## src/rtl/spi_frame_master.sv

```systemverilog
// spi_frame_master
//   Initiator side of the single-clock SPI link. Takes one command per
//   valid/ready handshake and serialises it to the slave wrapper as an
//   11-bit frame (select bit, 2-bit type, 8-bit payload, MSB first).
//   Read-data frames (type 11) then wait RD_WAIT cycles and shift in an
//   8-bit response from MISO.
//
// Ports
//   clk        system clock, rising edge
//   rst        asynchronous active-high reset
//   cmd_valid  command request
//   cmd_ready  high in IDLE once the inter-frame gap has elapsed
//   cmd_type   00 wr-addr, 01 wr-data, 10 rd-addr, 11 rd-data
//   cmd_data   8-bit payload (still shifted out for type 11)
//   SS_n       slave select, active low, registered
//   MOSI       serial data to slave, registered
//   MISO       serial data from slave, sampled only while receiving
//   rd_data    last captured read byte
//   rd_valid   one-cycle strobe when rd_data updates
//   busy       high while a frame or the gap that follows it is in progress
//   seq_err    one-cycle strobe: type 11 accepted with no type 10 pending
module spi_frame_master #(
    parameter int RD_WAIT = 2,
    parameter int GAP     = 1
) (
    input  logic       clk,
    input  logic       rst,
    input  logic       cmd_valid,
    output logic       cmd_ready,
    input  logic [1:0] cmd_type,
    input  logic [7:0] cmd_data,
    output logic       SS_n,
    output logic       MOSI,
    input  logic       MISO,
    output logic [7:0] rd_data,
    output logic       rd_valid,
    output logic       busy,
    output logic       seq_err
);

    typedef enum logic [2:0] {
        S_IDLE,
        S_CMD,
        S_SHIFT,
        S_WAIT,
        S_RECV,
        S_GAP
    } state_t;

    localparam logic [3:0] L_WAIT_LAST = 4'(RD_WAIT - 1);
    localparam logic [3:0] L_GAP_INIT  = 4'(GAP);
    localparam logic [3:0] L_GAP_LOAD  = 4'(GAP - 1);
    // The final gap cycle is spent in IDLE with cmd_ready already high, so a
    // waiting command is accepted exactly GAP cycles after SS_n rises. With
    // GAP=1 that means the frame ends straight into IDLE.
    localparam state_t     L_AFTER     = (GAP > 1) ? S_GAP : S_IDLE;

    state_t     r_state;
    state_t     w_next;
    logic [9:0] r_sr;
    logic [6:0] r_rx;
    logic [3:0] r_cnt;
    logic [3:0] r_gap_cnt;
    logic       r_is_read;
    logic       r_addr_pend;
    logic       r_ss_n;
    logic       r_mosi;
    logic [7:0] r_rd_data;
    logic       r_rd_valid;
    logic       r_seq_err;
    logic       w_accept;
    logic       w_shift_last;
    logic       w_recv_last;

    assign cmd_ready    = (r_state == S_IDLE) && (r_gap_cnt == 4'd0);
    assign w_accept     = cmd_valid && cmd_ready;
    assign w_shift_last = (r_state == S_SHIFT) && (r_cnt == 4'd9);
    assign w_recv_last  = (r_state == S_RECV) && (r_cnt == 4'd7);

    assign SS_n     = r_ss_n;
    assign MOSI     = r_mosi;
    assign rd_data  = r_rd_data;
    assign rd_valid = r_rd_valid;
    assign seq_err  = r_seq_err;
    assign busy     = (r_state != S_IDLE) || !r_ss_n;

    always_ff @(posedge clk or posedge rst) begin
        if (rst) begin
            r_state <= S_IDLE;
        end else begin
            r_state <= w_next;
        end
    end

    always_comb begin
        w_next = r_state;
        case (r_state)
            S_IDLE:  if (w_accept) w_next = S_CMD;
            S_CMD:   w_next = S_SHIFT;
            S_SHIFT: if (r_cnt == 4'd9) w_next = r_is_read ? S_WAIT : L_AFTER;
            S_WAIT:  if (r_cnt == L_WAIT_LAST) w_next = S_RECV;
            S_RECV:  if (r_cnt == 4'd7) w_next = L_AFTER;
            S_GAP:   if (r_gap_cnt <= 4'd1) w_next = S_IDLE;
            default: w_next = S_IDLE;
        endcase
    end

    // Control and output registers
    always_ff @(posedge clk or posedge rst) begin
        if (rst) begin
            r_ss_n      <= 1'b1;
            r_mosi      <= 1'b0;
            r_rd_data   <= 8'd0;
            r_rd_valid  <= 1'b0;
            r_seq_err   <= 1'b0;
            r_gap_cnt   <= L_GAP_INIT;
            r_cnt       <= 4'd0;
            r_is_read   <= 1'b0;
            r_addr_pend <= 1'b0;
        end else begin
            r_rd_valid <= 1'b0;
            r_seq_err  <= 1'b0;
            if ((r_state == S_IDLE || r_state == S_GAP) && r_gap_cnt != 4'd0) begin
                r_gap_cnt <= r_gap_cnt - 4'd1;
            end
            case (r_state)
                S_IDLE: begin
                    if (w_accept) begin
                        r_ss_n    <= 1'b0;
                        r_mosi    <= cmd_type[1];
                        r_cnt     <= 4'd0;
                        r_is_read <= &cmd_type;
                        r_seq_err <= (&cmd_type) && !r_addr_pend;
                        if (cmd_type == 2'b10) begin
                            r_addr_pend <= 1'b1;
                        end else if (cmd_type == 2'b11) begin
                            r_addr_pend <= 1'b0;
                        end
                    end
                end
                S_CMD: r_mosi <= r_sr[9];
                S_SHIFT: begin
                    if (w_shift_last) begin
                        r_mosi <= 1'b0;
                        r_cnt  <= 4'd0;
                        if (!r_is_read) begin
                            r_ss_n    <= 1'b1;
                            r_gap_cnt <= L_GAP_LOAD;
                        end
                    end else begin
                        r_mosi <= r_sr[9];
                        r_cnt  <= r_cnt + 4'd1;
                    end
                end
                S_WAIT: r_cnt <= (r_cnt == L_WAIT_LAST) ? 4'd0 : r_cnt + 4'd1;
                S_RECV: begin
                    if (w_recv_last) begin
                        r_rd_data  <= {r_rx, MISO};
                        r_rd_valid <= 1'b1;
                        r_ss_n     <= 1'b1;
                        r_gap_cnt  <= L_GAP_LOAD;
                    end else begin
                        r_cnt <= r_cnt + 4'd1;
                    end
                end
                default: ;
            endcase
        end
    end

    // Data-only shift registers. The select bit is driven straight from
    // cmd_type[1] at acceptance, so only {type, data} needs to be held; it
    // moves up one place for every bit put on MOSI.
    always_ff @(posedge clk) begin
        if (r_state == S_IDLE && w_accept) begin
            r_sr <= {cmd_type, cmd_data};
        end else if (r_state == S_CMD || (r_state == S_SHIFT && !w_shift_last)) begin
            r_sr <= {r_sr[8:0], 1'b0};
        end
        if (r_state == S_RECV) begin
            r_rx <= {r_rx[5:0], MISO};
        end
    end

endmodule

```

## config.mk

```make
export PLATFORM = sky130hd
export DESIGN_NAME = spi_frame_master
export DESIGN_NICKNAME = d
export VERILOG_FILES = /design/src/rtl/spi_frame_master.sv
export SDC_FILE = /design/constraint.sdc
export NUM_CORES = 1
export LEC_CHECK = 0
export ABC_AREA = 0
export CAP_MARGIN = 20
export CORE_MARGIN = 4
export CORE_UTILIZATION = 54
export CTS_CLUSTER_DIAMETER = 50
export CTS_CLUSTER_SIZE = 8
export DETAILED_ROUTE_END_ITERATION = 8
export PLACE_DENSITY = 0.79
export SLEW_MARGIN = 0
export SYNTH_ARGS = -nofsm -noshare
export SYNTH_HDL_FRONTEND = slang
export SYNTH_SLANG_ARGS = --single-unit
export TNS_END_PERCENT = 5
```

## constraint.sdc

```tcl
create_clock -name clk -period 2.8 [get_ports clk]
set_input_delay 0.56 -clock clk [delete_from_list [all_inputs] [get_ports clk]]
set_output_delay 0.56 -clock clk [all_outputs]
set_load 0.05 [all_outputs]
```

==> results_dict.tcl <==
set metrics [dict create \
    grtUsageTotal 0.156 \
    fin_crit_ns 2.45 \
    syn-cell-area_um2 2060 \
    syn_inst 165 \
    clk_latency_ns 0.29 \
    drcViolationCount 0 \
    synth-simple-area-share 0.141 \
    vias 1316 \
    gp_congestion 0.832 \
    grt_pass1_wl_um 6120 \
    hold_ws_ns 0.454 \
    cpMaxStageDelayCell "clkdlybuf4s50_1" \
    clk_pin_slew_worst_paths_ns 0.08 \
    rsz0062_at_grt "false" \
    synth-edff-count 17 \
    port_buffers 27 \
    fp.dieH_um 69.8 \
    start_util 0.559 \
    final.fill_count 289 \
    fin_cells 246 \
    path_buf_inv 1 \
    max_cap_violations 0 \
    tritoncts "built" \
    ys_ff_latch 42 \
    synth_common_cells "dfrtp_1, edfxtp_1, nor2_1" \
    cp.required_ns 2.24 \
    synth_area_leaders "dfrtp_1, edfxtp_1, mux2_4" \
    post_drt_via_cell_ratio 5.35 \
    tightestPinTransition_ns 0.505 \
    drt_iter0_markers 47 \
    die_w_um 69.8 \
    core_um2 3690 \
    cp-end-kind "output pin" \
    synth_top_family_by_area "simple AND/OR/NAND/NOR gates" \
    antenna_left 0 \
    wl_per_cell_um 14.4 \
    mappedNetlistNets 183 \
    slew_headroom 0.662 \
    leakagePower_nw 1.06 \
    hp-class "reg2reg" \
    grt_remaining_overflow 0 \
    numCtsBuffers 5 \
    synth_flop_cell "dfrtp_1" \
    crit_type "reg2out" \
    synth_top_area_frac 0.279 \
    synth-xor-area-share 0.0127 \
    cts_hold_buf 0 \
    cts_resized 0 \
    fmax_mhz 408 \
    hpwl_um 2560 \
    clock-sinks 42 \
    post-synth-top-count-cell "dfrtp_1" \
    firstDrtPassIters 4 \
    layout_setup_ws_ns 0.351 \
    post-cts-setup-buffer-count 0 \
    yosys-mux-area-fraction 0.107 \
    dpl.cell_count 238 \
    maxSlewViolCount 0 \
    fin_crit_sh 0.875 \
    async_flop_share 0.595 \
    routed_wirelength_um 3530 \
    yosys_warnings 0 \
    finalHoldViolCount 0 \
    cp_max_fo 4 \
    diodes 0 \
    status "finished, final reports clean" \
    synth_cell_types 55 \
    htree_levels 2 \
    tns_ns 0 \
    pre_cts_ws_ns 0.539 \
    area_growth_pct 19.4 \
    cp_cell_sequence "nor3_2, nand2_1, clkdlybuf4s50_1" \
    critPathTopFamily "buffers and inverters" \
    synth_fa_ha_area_frac 0.0243 \
    die_area_um2 4870 \
    clk_path_buf_depth 2 \
    pin_count 28 \
    final_area_um2 2460 \
    antenna_found_initial 0 \
    drive_gt1_frac 0.197 \
    avgSynthCellArea_um2 12.5 \
    cts_root_buffer "clkbuf_8" \
    synth_compound_area_frac 0.118 \
    ys_seq_area_frac 0.552 \
    crit_path_start_kind "register" \
    power.density_nw_per_um2 897 \
    grt_start_max_net_pins 26 \
    clock_skew_ns 0.0105 \
    setup_viol 0 \
    grt_pass1_vias 1331 \
    nNetsFinal 215 \
    placed_cell_area_um2 2380 \
    worstPathArrival_ns 1.89 \
    max_stage_delay_ns 0.71 \
    peakVddDrop_mv 0.511 \
    row_count 22 \
    yosys.area.top_type "dfrtp_1" \
]
[path summary, 6_finish.rpt]
kind	startpoint	to	slack [ns]	cells after the start
max reg2reg	r_gap_cnt[1]	r_sr[2]	0.74	8
max	r_state[2]	busy	0.35	3
min reg2reg	r_addr_pend	seq_err	0.45	1
max in group asynchronous	rst	SS_n	1.90	3
min in group asynchronous	rst	r_gap_cnt[1]	0.61	3
min	r_addr_pend	seq_err	0.45	1
[stage by stage]
stage	power (mW)	util
after floorplan	1.64	-
after global placement	1.81	0.645
after detailed placement	1.85	0.645
after CTS	2.23	0.667
after global routing	2.35	0.667
final	2.21	0.667
[logic make-up (layout without fill, tap and decap cells)]
logic type / Yosys count / in the layout
AOI/OAI and AO/OA: 31 / 31
xor gates and xnor gates: 3 / 3
muxes: 17 / 17
buffers and inverters: 17 / 50
and+or+nand+nor: 51 / 51
adders and majority gates: 4 / 4
DFF: 42 / 42
[power by group]
part	switching, mW	internal (mW)	total, mW
sequential	0.103	0.856	0.959
combinational	0.500	0.381	0.881
clock	0.196	0.171	0.368
total	0.799	1.41	2.21
[layout make-up]
class,count,area [um^2],area share
Tap cell,48,60.1,0.0244
Inverter,8,30.0,0.0122
Timing Repair Buffer,34,320,0.130
Clock buffer,6,72.6,0.0295
Clock inverter,2,8.76,0.00356
Multi-Input combinational cell,106,831,0.338
Sequential cell,42,1140,0.463
[flip-flops by register name, indices dropped and copies added (netlist names)]
signal / flops
rd_data: 8
seq_err: 1
MOSI: 1
r_rx: 7
r_state: 3
r_cnt: 4
SS_n: 1
r_gap_cnt: 4
r_sr: 10
r_is_read: 1
rd_valid: 1
r_addr_pend: 1
[layout by cell type, fill, tap and decap left out, types with 4 or more instances in the layout]
cell type        netlist  final
a21oi_1                4      4
buf_4                  1      8
clkbuf_8               0      5
clkdlybuf4s50_1        0     26
dfrtp_1               23     23
edfxtp_1              17     17
ha_1                   4      4
inv_1                  8      8
mux2_2                 5      5
mux2_4                 8      8
nand2_1               10     10
nor2_1                13     13
nor3_1                 4      4
o21ai_0                4      4
[layer usage]
| metal | GRT usage | wire (um) | part of all wire |
|---|---|---|---|
| met1 | 0.186 | 1560 | 0.44 |
| met2 | 0.263 | 1760 | 0.50 |
| met3 | 0.0493 | 157 | 0.044 |
| met4 | 0.0596 | 50 | 0.014 |
| met5 | 0 | 0 | 0 |
Power figures use the tool's default switching activity.
